==> config.mk <==
export PLATFORM = sky130hd
export DESIGN_NAME = mips_multicycle_control
export DESIGN_NICKNAME = d
export VERILOG_FILES = /design/src/rtl/mips_ctrl_pkg.sv /design/src/rtl/mips_multicycle_control.sv
export SDC_FILE = /design/constraint.sdc
export NUM_CORES = 1
export LEC_CHECK = 0
export ABC_AREA = 1
export CORE_MARGIN = 1
export CORE_UTILIZATION = 36
export CTS_CLUSTER_DIAMETER = 80
export CTS_CLUSTER_SIZE = 12
export DETAILED_ROUTE_END_ITERATION = 8
export PLACE_DENSITY = 0.73
export SETUP_SLACK_MARGIN = 0.4
export SYNTH_ARGS = -nofsm -noshare
export SYNTH_HDL_FRONTEND = slang
export SYNTH_SLANG_ARGS = --single-unit
==> constraint.sdc <==
create_clock -name clk -period 1.65 [get_ports clk]
set_clock_uncertainty 0.15 [all_clocks]
set_input_delay 0.33 -clock clk [delete_from_list [all_inputs] [get_ports clk]]
set_output_delay 0.33 -clock clk [all_outputs]
set_load 0.01 [all_outputs]
==> src/rtl/mips_ctrl_pkg.sv <==
// Shared encodings for the multicycle MIPS main control FSM: states, opcodes,
// ALU-control codes and datapath select codes.
package mips_ctrl_pkg;

  typedef enum logic [3:0] {
    ST_FETCH  = 4'd0,
    ST_DECODE = 4'd1,
    ST_MEMADR = 4'd2,
    ST_MEMRD  = 4'd3,
    ST_MEMWB  = 4'd4,
    ST_MEMWR  = 4'd5,
    ST_EXEC   = 4'd6,
    ST_RTWB   = 4'd7,
    ST_BRANCH = 4'd8,
    ST_JUMP   = 4'd9,
    ST_ADDIEX = 4'd10,
    ST_ADDIWB = 4'd11,
    ST_HALT   = 4'd12
  } state_e;

  localparam logic [5:0] OP_RTYPE = 6'b000000;
  localparam logic [5:0] OP_LW    = 6'b100011;
  localparam logic [5:0] OP_SW    = 6'b101011;
  localparam logic [5:0] OP_BEQ   = 6'b000100;
  localparam logic [5:0] OP_J     = 6'b000010;
  localparam logic [5:0] OP_ADDI  = 6'b001000;

  localparam logic [1:0] ALUOP_ADD   = 2'b00;
  localparam logic [1:0] ALUOP_SUB   = 2'b01;
  localparam logic [1:0] ALUOP_FUNCT = 2'b10;

  localparam logic [1:0] SRCB_REG      = 2'b00;
  localparam logic [1:0] SRCB_FOUR     = 2'b01;
  localparam logic [1:0] SRCB_IMM      = 2'b10;
  localparam logic [1:0] SRCB_IMM_SHL2 = 2'b11;

  localparam logic [1:0] PCSRC_ALU    = 2'b00;
  localparam logic [1:0] PCSRC_ALUOUT = 2'b01;
  localparam logic [1:0] PCSRC_JUMP   = 2'b10;

  // First state after DECODE; anything unsupported parks the FSM in HALT.
  function automatic state_e decode_target(input logic [5:0] op);
    state_e tgt;
    case (op)
      OP_LW, OP_SW: tgt = ST_MEMADR;
      OP_RTYPE:     tgt = ST_EXEC;
      OP_BEQ:       tgt = ST_BRANCH;
      OP_J:         tgt = ST_JUMP;
      OP_ADDI:      tgt = ST_ADDIEX;
      default:      tgt = ST_HALT;
    endcase
    return tgt;
  endfunction

endpackage

==> src/rtl/mips_multicycle_control.sv <==
// Main control FSM of the multicycle MIPS datapath: Moore decode of the state
// into mux selects and strobes, with memory-ready stalls and a HALT trap.
module mips_multicycle_control
  import mips_ctrl_pkg::*;
(
  input  logic       clk,
  input  logic       rst_n,
  input  logic [5:0] opcode,
  input  logic       zero,
  input  logic       mem_ready,
  output logic       pc_en,
  output logic       iord,
  output logic       mem_read,
  output logic       mem_write,
  output logic       ir_write,
  output logic       mem_to_reg,
  output logic       reg_dst,
  output logic       reg_write,
  output logic       alu_src_a,
  output logic [1:0] alu_src_b,
  output logic [1:0] op_alu,
  output logic [1:0] pc_source,
  output logic       retired,
  output logic       halted,
  output logic [3:0] state
);

  state_e state_q, state_d;
  logic   retire_raw;
  logic   pc_write, pc_write_cond;
  logic   mem_read_raw, mem_write_raw, ir_write_raw, reg_write_raw;

  always_ff @(posedge clk) begin
    if (!rst_n) state_q <= ST_FETCH;
    else        state_q <= state_d;
  end

  always_comb begin
    state_d    = state_q;
    retire_raw = 1'b0;
    case (state_q)
      ST_FETCH:  if (mem_ready) state_d = ST_DECODE;
      ST_DECODE: state_d = decode_target(opcode);
      ST_MEMADR: begin
        if (opcode == OP_LW)      state_d = ST_MEMRD;
        else if (opcode == OP_SW) state_d = ST_MEMWR;
        else                      state_d = ST_HALT;
      end
      ST_MEMRD:  if (mem_ready) state_d = ST_MEMWB;
      ST_MEMWR: begin
        if (mem_ready) begin
          state_d    = ST_FETCH;
          retire_raw = 1'b1;
        end
      end
      ST_EXEC:   state_d = ST_RTWB;
      ST_ADDIEX: state_d = ST_ADDIWB;
      ST_MEMWB, ST_RTWB, ST_BRANCH, ST_JUMP, ST_ADDIWB: begin
        state_d    = ST_FETCH;
        retire_raw = 1'b1;
      end
      ST_HALT:   state_d = ST_HALT;
      default:   state_d = ST_HALT;
    endcase
  end

  // FETCH loads PC and IR only on the cycle the memory actually returns data.
  always_comb begin
    pc_write      = 1'b0;
    pc_write_cond = 1'b0;
    iord          = 1'b0;
    mem_read_raw  = 1'b0;
    mem_write_raw = 1'b0;
    ir_write_raw  = 1'b0;
    mem_to_reg    = 1'b0;
    reg_dst       = 1'b0;
    reg_write_raw = 1'b0;
    alu_src_a     = 1'b0;
    alu_src_b     = SRCB_REG;
    op_alu        = ALUOP_ADD;
    pc_source     = PCSRC_ALU;
    halted        = 1'b0;
    case (state_q)
      ST_FETCH: begin
        mem_read_raw = 1'b1;
        alu_src_b    = SRCB_FOUR;
        pc_write     = mem_ready;
        ir_write_raw = mem_ready;
      end
      ST_DECODE: alu_src_b = SRCB_IMM_SHL2;
      ST_MEMADR, ST_ADDIEX: begin
        alu_src_a = 1'b1;
        alu_src_b = SRCB_IMM;
      end
      ST_MEMRD: begin
        mem_read_raw = 1'b1;
        iord         = 1'b1;
      end
      ST_MEMWR: begin
        mem_write_raw = 1'b1;
        iord          = 1'b1;
      end
      ST_MEMWB: begin
        reg_write_raw = 1'b1;
        mem_to_reg    = 1'b1;
      end
      ST_EXEC: begin
        alu_src_a = 1'b1;
        op_alu    = ALUOP_FUNCT;
      end
      ST_RTWB: begin
        reg_write_raw = 1'b1;
        reg_dst       = 1'b1;
      end
      ST_ADDIWB: reg_write_raw = 1'b1;
      ST_BRANCH: begin
        alu_src_a     = 1'b1;
        op_alu        = ALUOP_SUB;
        pc_write_cond = 1'b1;
        pc_source     = PCSRC_ALUOUT;
      end
      ST_JUMP: begin
        pc_write  = 1'b1;
        pc_source = PCSRC_JUMP;
      end
      ST_HALT:  halted = 1'b1;
      default: ;
    endcase
  end

  // Strobes are killed combinationally during reset so an abandoned
  // instruction never writes anything in the reset cycle.
  assign pc_en     = rst_n & (pc_write | (pc_write_cond & zero));
  assign mem_read  = rst_n & mem_read_raw;
  assign mem_write = rst_n & mem_write_raw;
  assign ir_write  = rst_n & ir_write_raw;
  assign reg_write = rst_n & reg_write_raw;
  assign retired   = rst_n & retire_raw;
  assign state     = state_q;

endmodule

==> results.md, run 1 <==
* Compound-Gate Fraction of Synth Area at 18.8%
* Adder-cell share of the synthesized area at 0%
* Netlist cell types at 22
* Final GP Congestion at 0.806
* Dpl cells at 171
* Hold Buf Count CTS at 0
* Sink Count at 4
* Seq/Total Area, Yosys at 15.2%
* HPWL Detailed at 1710 um
* DIE WIDTH at 40.3 um
* Post-Syn Area at 527 sq um
* Site Rows at 13
* Post_cts resized at 139
* Mean Syn Cell Area at 5.22 sq um
* Exit stage: 4_1_cts
* Post-Syn Instances at 101
* Placed Area at 1110 sq um
* Post-CTS Setup Inserts at 10
* H-tree depth at 1
* Mux cell area share after synthesis at 0%
* Post-Synth XOR/XNOR Area at 0%
* Largest family of logic cells by synthesized area: simple AND/OR/NAND/NOR gates
* Synthesized flop and latch total at 4
* Clock root buffer: clkbuf_4
* Yosys warns at 0
* Initial Util at 39.5%
* TritonCTS buffer count at 3
* Synth Net Count at 111
* Post-Synth Simple-Gate Area at 51.1%
* # IOs at 31
* Err: [ERROR DPL-0038] Utilization greater than 100%, impossible to legalize
* Status: stopped before the end
* IO Port Bufs at 30
* Die height at 40.3 um
* Clock buffer depth at 2
==> logic make-up after synthesis <==
kind of cell           Yosys count
flip-flops                       4
buffers and inverters           18
AND/OR/NAND/NOR                 62
AO/OA/AOI/OAI                   17
==> cells in the mapped netlist <==
master	instances	area share, %
a21boi_0	1	1.4
a21oi_1	8	7.6
a31oi_1	1	1.2
a41oi_1	1	1.7
buf_4	1	1.4
buf_6	1	2.1
clkinv_1	1	0.71
dfxtp_1	4	15
inv_1	13	9.3
inv_2	2	1.4
nand2_1	23	16
nand2_2	3	3.6
nand3_1	8	7.6
nand3b_1	1	1.4
nand4_1	2	2.4
nor2_1	23	16
nor2_2	1	1.2
nor2_4	1	2.1
o21ai_0	2	1.9
o21ai_1	1	0.95
o221ai_1	1	1.7
o22ai_1	2	2.4
==> per-stage QoR <==
stage	util [%]	setup slack (ns)	setup TNS, ns
after detailed placement	83.5	-0.576	-5.48
after global placement	83.5	-0.569	-5.16
after floorplan	-	0.166	0
==> run 2, diff against run 1 <==
==> config.mk (replaced) <==
export PLATFORM = sky130hd
export DESIGN_NAME = mips_multicycle_control
export DESIGN_NICKNAME = d
export VERILOG_FILES = /design/src/rtl/mips_ctrl_pkg.sv /design/src/rtl/mips_multicycle_control.sv
export SDC_FILE = /design/constraint.sdc
export NUM_CORES = 1
export LEC_CHECK = 0
export ABC_AREA = 1
export CORE_AREA = 2 2 63 65
export DETAILED_ROUTE_END_ITERATION = 8
export DIE_AREA = 0 0 65 67
export PLACE_DENSITY_LB_ADDON = 0.15
export SYNTH_ARGS = -nofsm -noshare
export SYNTH_HDL_FRONTEND = slang
export SYNTH_SLANG_ARGS = --single-unit
==> run 2 against run 1 <==
Net effect: the flow now finishes, with violations (setup timing); area after synthesis unchanged; synthesized cell count unchanged.
==> results.md, run 2 <==
* Slowest cell on the critical path: dfxtp_2
* HPWL Detailed at 1930 um
* Global-route wire length before repair at 3990 um
* Compound-Gate Fraction of Synth Area at 18.8%
* CTS tree: built
* Worst slew pin tran at 0.260 ns
* Initial Util at 14.6%
* Commonest cells after routing, fill and taps aside: 33 x buf_4, 19 x nand2_1, 13 x buf_2
* CP cell instances: buf_6 > nor2_4 > nand3_2 > a21oi_2 > buf_2
* Worst-path clk slew at 0.03 ns
* WP data required at 1.17 ns
* Die Area at 4360 sq um
* Synth area leader: nand2_1
* Max reg flops at 4
* Worst ir drop on vdd at 0.000420 V
* Period utilization at 106%
* Detailed-route DRC error count at 0
* Total Power at 1.62 mW
* # diodes at 0
* Hold Buf Count CTS at 0
* Seq/Total Area, Yosys at 15.2%
* Via density at 4.13
* Synthesized flop and latch total at 4
* Vias at 892
* Final min period at 1.74 ns
* Area delta synth->final at 154%
* Crit-path leading delay family: flip-flops
* All-Layer GR Usage at 11.9%
* Core area at 3610 sq um
* Post-Synth Simple-Gate Area at 51.1%
* DIE WIDTH at 65 um
* Overflow after GRT at 0
* IO Port Bufs at 30
* Layout cells sized above 1 at 62.5%
* Hold crit path type: primary input to flip-flop
* # IOs at 31
* Mean Syn Cell Area at 5.22 sq um
* Sink Count at 4
* Post-synth EDFFs at 0
* Post-Syn Instances at 101
* RSZ-0062 raised after global routing: true
* Max-cap violation count at 0
* Critical Path Source: state[3]
* Fmax at 574 MHz
* Reg-to-Reg Start: state[0]
* H-tree depth at 1
* Hold Fails Final Rpt at 0
* Die height at 67 um
* Slew Limit Headroom at 82.6%
* Yosys top cell area share at 16.4%
* WP depth at 5
* Largest net degree at the start of global routing at 8
* Worst skew pair latency at 0.22 ns
* Endpoint class of the critical path: output pin
* Setup Crit Path Kind: flip-flop to output pin
* Vias in the first global route at 896
* Leak pwr at 0.676 nW
* DR iter-0 viols at 20
* Largest family of logic cells by synthesized area: simple AND/OR/NAND/NOR gates
* Post-route ant nets at 0
* Netlist cell types at 22
* Final setup fails at 7
* Crit path buffers/inverters at 2
* Final layout net count at 180
* HP Start: rst_n
* Final GP Congestion at 0.858
* Adder-cell share of the synthesized area at 0%
* Max FO, Critical Path at 4
* Synth top cells by count: 23 x nand2_1, 23 x nor2_1, 13 x inv_1
* Hold path cells at 4
* CP arrival at 1.26 ns
* WL final at 2400 um
* Power per cell area at 1210 nW/um^2
* Synth async-reset ratio at 0%
* Mux cell area share after synthesis at 0%
* Commonest non-fill, non-tap cell in the layout: buf_4
* Clock buffer depth at 2
* Yosys warns at 0
* Initial antenna violation count at 0
* TritonCTS buffer count at 3
* Max Slew Vio Count at 0
* Post-Synth XOR/XNOR Area at 0%
* Status: complete, but fails checks
* Synth area leaders: nand2_1 16%, nor2_1 16%, dfxtp_1 15%
* Worst reg2reg path depth at 9
* Site Rows at 22
* Post-route setup slack at -0.0909 ns
* Wire per inst at 11.1 um
* Clock root buffer: clkbuf_8
* Failing checks: setup timing
* Worst setup SP type: flip-flop
* Synth Net Count at 111
* Pre-CTS setup slack at -0.624 ns
* First-pass detailed-route iteration total at 4
* Post-Syn Area at 527 sq um
* Commonest register cell after synthesis: dfxtp_1
* Crit-path max cell delay at 0.31 ns
run 2: per-layer routing:
metal,GRT usage (%),share of wire (%),vias up
met5,0,0,-
met4,4.79,1.2,0
met1,13.8,43,403
met3,2.70,5.4,4
li1,-,-,460
met2,20.9,50,25
run 2: path summary, 6_finish.rpt:
| check | slack [ns] | end |
|---|---|---|
| setup / recovery | -0.09 | mem_read |
| hold / removal | 0.37 | state[1] |
| setup reg to reg | 0.16 | state[2] |
| hold reg to reg | 0.59 | state[0] |
run 2: power breakdown:
group | total (mW) | switching, mW | internal, mW
Combinational | 1.22 | 0.620 | 0.596
Sequential | 0.202 | 0.0593 | 0.143
Clock | 0.205 | 0.0494 | 0.155
run 2: tightest hold or removal path, cell delays in order:
cell and delay (ns):
dlymetal6s2s_1 0.15, buf_4 0.14, nand2_1 0.05, inv_1 0.04
run 2: per-stage QoR:
step / TNS [ns] / hold WS (ns) / std cells / utilization, % / instance area, sq um
global route: -1.12 / 0.427 / 216 / 37.1 / 1340
detailed placement: -6.42 / 0.595 / 207 / 30.6 / 1100
floorplan: 0 / 0.278 / 101 / - / 537
global placement: -6.27 / 0.598 / 207 / 30.6 / 1100
finish: -0.399 / 0.368 / 216 / 37.1 / 1340
CTS: -0.530 / 0.561 / 215 / 33.3 / 1200
run 2: final cells by class:
cell class | count | area [sq um]
fill | 394 | 2270
multi-input combinational | 79 | 547
timing repair buffer | 66 | 527
sequential | 4 | 92.6
inverter | 16 | 70.1
tap | 48 | 60.1
clock buffer | 3 | 41.3
run 2: cell families after synthesis:
group,after synthesis
AO/OA/AOI/OAI,17
buffers and inverters,18
flip-flops,4
AND/OR/NAND/NOR,62
run 2: what timing repair did:
action | 4_1_cts | 5_1_grt
pin swaps | 11 | 11
endpoints found under the setup margin | 21 | 20
gates resized for setup | 95 | 42
buffers inserted | 5 | 2
Note: power is estimated with default switching activity, not from simulation.
==> run 3, diff against run 2 <==
--- a/config.mk
+++ b/config.mk
@@ -9,7 +9,9 @@
 export CORE_AREA = 2 2 63 65
 export DETAILED_ROUTE_END_ITERATION = 8
 export DIE_AREA = 0 0 65 67
+export GPL_TIMING_DRIVEN = 0
 export PLACE_DENSITY_LB_ADDON = 0.15
 export SYNTH_ARGS = -nofsm -noshare
 export SYNTH_HDL_FRONTEND = slang
 export SYNTH_SLANG_ARGS = --single-unit
+export TNS_END_PERCENT = 20
==> run 3 against run 2 <==
Net effect: the flow still finishes with violations (setup timing); core utilization down 7.9 points; via count decreased by 8.4%; final cell count is 10% lower; final area fell by 21%.
==> results.md, run 3 (synthesis gave the netlist of run 2 again) <==
* Hold Fails Final Rpt at 0
* Setup TNS at -1.31 ns
* Commonest non-fill, non-tap cell in the layout: nand2_1
* Total Power at 1.37 mW
* Largest net degree at the start of global routing at 9
* Site Rows at 22
* Pre-CTS setup slack at -0.607 ns
* Clock buffer depth at 2
* Core area at 3610 sq um
* WP data required at 1.17 ns
* Worst reg2reg path depth at 9
* Dpl cells at 179
* All-Layer GR Usage at 10.3%
* Critical Path Source: state[2]
* Slew Limit Headroom at 80.1%
* # IOs at 31
* HPWL Detailed at 1640 um
* Wire per inst at 11.1 um
* Post-route setup slack at -0.182 ns
* Reg-to-Reg Start: state[2]
* Worst ir drop on vdd at 0.000387 V
* Design area at 1050 sq um
* H-tree depth at 1
* RSZ-0062 raised after global routing: true
* Setup Crit Path Kind: flip-flop to output pin
* Die Area at 4360 sq um
* Worst slew pin tran at 0.297 ns
* CP arrival at 1.35 ns
* Worst setup SP type: flip-flop
* Max reg flops at 4
* Initial antenna violation count at 0
* Fmax at 546 MHz
* Sink Count at 4
* Global-route wire length before repair at 3420 um
* TritonCTS buffer count at 3
* Worst setup path endpoint: pc_en
* Detailed-route DRC error count at 0
* Leak pwr at 0.528 nW
* Status: complete, but fails checks
* Period utilization at 111%
* Power per cell area at 1300 nW/um^2
* CP cell instances: buf_6 > nor2_4 > inv_4 > nor2_4 > buf_6 > a21oi_2 > a21oi_2 > buf_2
* Hold crit path type: primary input to flip-flop
* Final GP Congestion at 0.804
* Vias at 817
* IO Port Bufs at 30
* Commonest cells after routing, fill and taps aside: 21 x nand2_1, 16 x nor2_1, 14 x buf_4
* Final core occ at 29.2%
* Fin Hold WS at 0.340 ns
* Failing checks: setup timing
* WL final at 2150 um
* Filler instances at 411
* Post-route ant nets at 0
* Fin cells at 194
* # diodes at 0
* Die height at 67 um
* Worst skew pair latency at 0.22 ns
* Final setup fails at 15
* First-pass detailed-route iteration total at 4
* Max-cap violation count at 0
* Worst-path clk slew at 0.03 ns
* Hold path cells at 3
* DIE WIDTH at 65 um
* Worst R2R Setup Slack at 0.15 ns
* Endpoint class of the critical path: output pin
* Final min period at 1.83 ns
* Clock root buffer: clkbuf_8
* Overflow after GRT at 0
* Slowest cell on the critical path: dfxtp_2
* Via density at 4.21
* Reg2reg end: state[0]
* Initial Util at 14.6%
* Max FO, Critical Path at 8
* Vias in the first global route at 793
* Crit-path max cell delay at 0.31 ns
* Placed Area at 897 sq um
* DR iter-0 viols at 17
* Final layout net count at 158
* CTS tree: built
* Layout cells sized above 1 at 42.5%
* Max Slew Vio Count at 0
* Area delta synth->final at 100%
-- run 3: cell types whose count changed in the layout (fill, tap and decap cells not counted), moves of 3 or more --
cell,before,now
buf_4,33,14
nor2_1,10,16
buf_2,13,8
clkdlybuf4s50_1,4,8
nand3_1,3,7
dlymetal6s2s_1,4,1
nor2_2,8,5
nor2_4,7,4
-- run 3: how the worst min path moves through the flow --
stage | startpoint | endpoint
floorplan | rst_n | state[1]
global placement | state[2] | state[2]
detailed placement | state[2] | state[2]
CTS | rst_n | state[1]
global route | rst_n | state[1]
finish | rst_n | state[1]
-- run 3: area by class of cell --
cell class              count  area, sq um  share of cell area [%]
well taps                  48         60.1                    5.70
plain buffers               2         18.8                    1.78
repair buffers             42          339                    32.2
multi-input cells          79          437                    41.4
flip-flops and latches      4         92.6                    8.79
clock buffers               3         41.3                    3.92
inverters                  16         65.1                    6.18
-- run 3: repair_timing --
action,in CTS,in global routing
hold buffers,0,0
hold endpoints to repair,0,0
buffers inserted,9,3
pin swaps,8,6
setup endpoints to repair,19,23
resized for setup,70,19
-- run 3: worst max-delay path, delay by kind of cell, from the launching register on --
| family | cells | cell delay (ns) |
|---|---|---|
| buffers and inverters | 4 | 0.44 |
| and+or+nand+nor | 2 | 0.23 |
| AOI/OAI and AO/OA | 2 | 0.15 |
| DFF | 1 | 0.31 |
-- run 3: layer usage --
| metal | global-route usage, % | wire length, um |
|---|---|---|
| met5 | 0 | 0 |
| met4 | 5.59 | 57 |
| met3 | 3.21 | 163 |
| met2 | 16.8 | 1050 |
| met1 | 12.0 | 882 |
-- run 3: power by group --
group / leakage, nW / internal (mW) / switching (mW)
clock: 0.0216 / 0.156 / 0.0516
combinational: 0.471 / 0.456 / 0.527
sequential: 0.0353 / 0.141 / 0.0430
==> run 4, diff against run 3 <==
==> constraint.sdc (replaced) <==
create_clock -name clk -period 1.86 [get_ports clk]
set_clock_uncertainty 0.15 [all_clocks]
set_input_delay 0.372 -clock clk [delete_from_list [all_inputs] [get_ports clk]]
set_output_delay 0.372 -clock clk [all_outputs]
set_load 0.01 [all_outputs]
==> run 4 against run 3 <==
Net effect: the run still ends with setup timing left; flip-flop and latch count unchanged; routed wire length is 6.1% lower; worst hold slack better by 0.16 ns; global-route usage fell by 0.75 points; critical path type unchanged; critical endpoint is now retired; largest cell class unchanged; largest power group unchanged.
==> results.md, run 4 (synthesis gave the netlist of run 2 again) <==
* Worst slew pin tran at 0.341 ns
* Clock root buffer: clkbuf_8
* Hold Buf Count CTS at 0
* Site Rows at 22
* DIE WIDTH at 65 um
* RSZ-0062 raised after global routing: true
* Commonest cells after routing, fill and taps aside: 21 x nand2_1, 19 x nor2_1, 12 x clkdlybuf4s50_1
* Worst setup SP type: flip-flop
* Power per cell area at 1140 nW/um^2
* IO Port Bufs at 30
* Worst reg2reg path depth at 9
* Final setup fails at 5
* Worst-path clk slew at 0.03 ns
* Global-route wire length before repair at 3190 um
* Sequential power share at 15.0%
* Final min period at 1.93 ns
* Worst ir drop on vdd at 0.000346 V
* All-Layer GR Usage at 9.53%
* Design area at 1000 sq um
* Die Area at 4360 sq um
* CP arrival at 1.41 ns
* Sink Count at 4
* Fmax at 519 MHz
* Max-cap violation count at 0
* Post-route setup slack at -0.0677 ns
* Max FO, Critical Path at 7
* First-pass detailed-route iteration total at 4
* Met1 GRT Util at 11.1%
* Die height at 67 um
* H-tree depth at 1
* Final layout net count at 152
* Worst setup path endpoint: retired
* Pre-CTS setup slack at -0.486 ns
* Wire per inst at 10.8 um
* Commonest non-fill, non-tap cell in the layout: nand2_1
* Sw frac at 45.5%
* Core area at 3610 sq um
* # diodes at 0
* Post-route ant nets at 0
* Worst skew pair latency at 0.21 ns
* Most used routing layer in global routing: met2
* Largest net degree at the start of global routing at 9
* TritonCTS buffer count at 3
* Layout cells sized above 1 at 30.0%
* Vias at 787
* Vias in the first global route at 732
* Initial antenna violation count at 0
* Design internal power at 621 uW
* Setup Crit Path Kind: flip-flop to output pin
* Worst R2R Setup Slack at 0.30 ns
* Hold crit path type: flip-flop to flip-flop
* Clock buffer depth at 2
* Comb pwr share at 69.0%
* DR iter-0 viols at 26
* Via density at 4.19
* Hold Fails Final Rpt at 0
* Met3 Track Usage GR at 2.53%
* Final GP Congestion at 0.813
* Met2 GRT Util at 16.5%
* Area delta synth->final at 90.0%
* Placed Area at 887 sq um
* Fin Hold WS at 0.503 ns
* Reg-to-Reg Start: state[2]
* WP data required at 1.34 ns
* Dpl cells at 179
* CTS tree: built
* HPWL Detailed at 1610 um
* Slew Limit Headroom at 77.2%
* Endpoint class of the critical path: output pin
* Reg2reg end: state[0]
* Detailed-route DRC error count at 0
* Status: complete, but fails checks
* Clock power share at 16.1%
* Max reg flops at 4
* Initial Util at 14.6%
* Leak pwr at 0.480 nW
* Period utilization at 104%
* Critical Path Source: state[2]
* WL final at 2020 um
* Overflow after GRT at 0
* Failing checks: setup timing
* Switching power at 518 uW
* Fin cells at 188
* Max Slew Vio Count at 0
* # IOs at 31
==> run 4: cell types whose count changed in the layout (fill, tap and decap cells not counted), moves of 2 or more <==
cell / previous run / this run
buf_2: 8 / 2
buf_4: 14 / 8
dlygate4sd2_1: 5 / 11
clkdlybuf4s50_1: 8 / 12
a21oi_1: 4 / 7
a21oi_2: 4 / 1
nor2_1: 16 / 19
buf_6: 3 / 1
nor2_2: 5 / 3
==> run 4: worst max-delay path, stage by stage (launching register included) <==
cell	delay [ns]
dfxtp_2	0.31
buf_6	0.13
buf_4	0.14
nor2_4	0.12
inv_4	0.07
o22ai_2	0.13
inv_1	0.07
a21oi_2	0.10
buf_2	0.13
==> run 4: cell type report <==
type                       instances  area, sq um
tap                               48         60.1
clock buffer                       3         41.3
inverter                          16         67.6
buffer                             2         18.8
fill                             430         2610
sequential                         4         92.6
multi-input combinational         79          409
timing repair buffer              36          312
==> run 4: how the worst min path moves through the flow <==
stage          cells after the start  slack, ns     start  endpoint
2_1_floorplan                      2       0.32     rst_n  state[1]
3_3_place_gp                       3       0.55  state[2]  state[2]
3_5_place_dp                       3       0.54  state[2]  state[2]
4_1_cts                            4       0.50  state[0]  state[0]
5_1_grt                            4       0.54  state[0]  state[0]
6_report                           4       0.50  state[0]  state[0]
==> run 4: through the flow <==
| stage | total power [mW] | utilization, % | setup TNS, ns |
|---|---|---|---|
| floorplan | 0.549 | - | 0 |
| detailed placement | 0.893 | 24.6 | -3.55 |
| finish | 1.14 | 27.8 | -0.189 |
| CTS | 1.12 | 27.5 | -0.0980 |
| global placement | 0.895 | 24.6 | -3.53 |
| global route | 1.23 | 27.8 | -0.879 |
==> run 4: power by group through the flow <==
| stage | Combinational [mW] | Clock [mW] | Sequential (mW) |
|---|---|---|---|
| after global placement | 0.740 | 0 | 0.155 |
| after detailed placement | 0.739 | 0 | 0.155 |
| final | 0.786 | 0.183 | 0.171 |
| after floorplan | 0.391 | 0 | 0.158 |
| after CTS | 0.763 | 0.187 | 0.170 |
| after global routing | 0.862 | 0.199 | 0.172 |
==> run 4: what timing repair did <==
item | 4_1_cts | 5_1_grt
pin swaps | 7 | 7
buffers inserted | 5 | 1
resized for setup | 52 | 8
endpoints found under the setup margin | 17 | 10
==> run 4: metal layers <==
metal	vias up	part of all wire, %
met5	-	0
met4	0	0.49
met3	2	8.8
met2	30	45
met1	351	45
li1	404	-
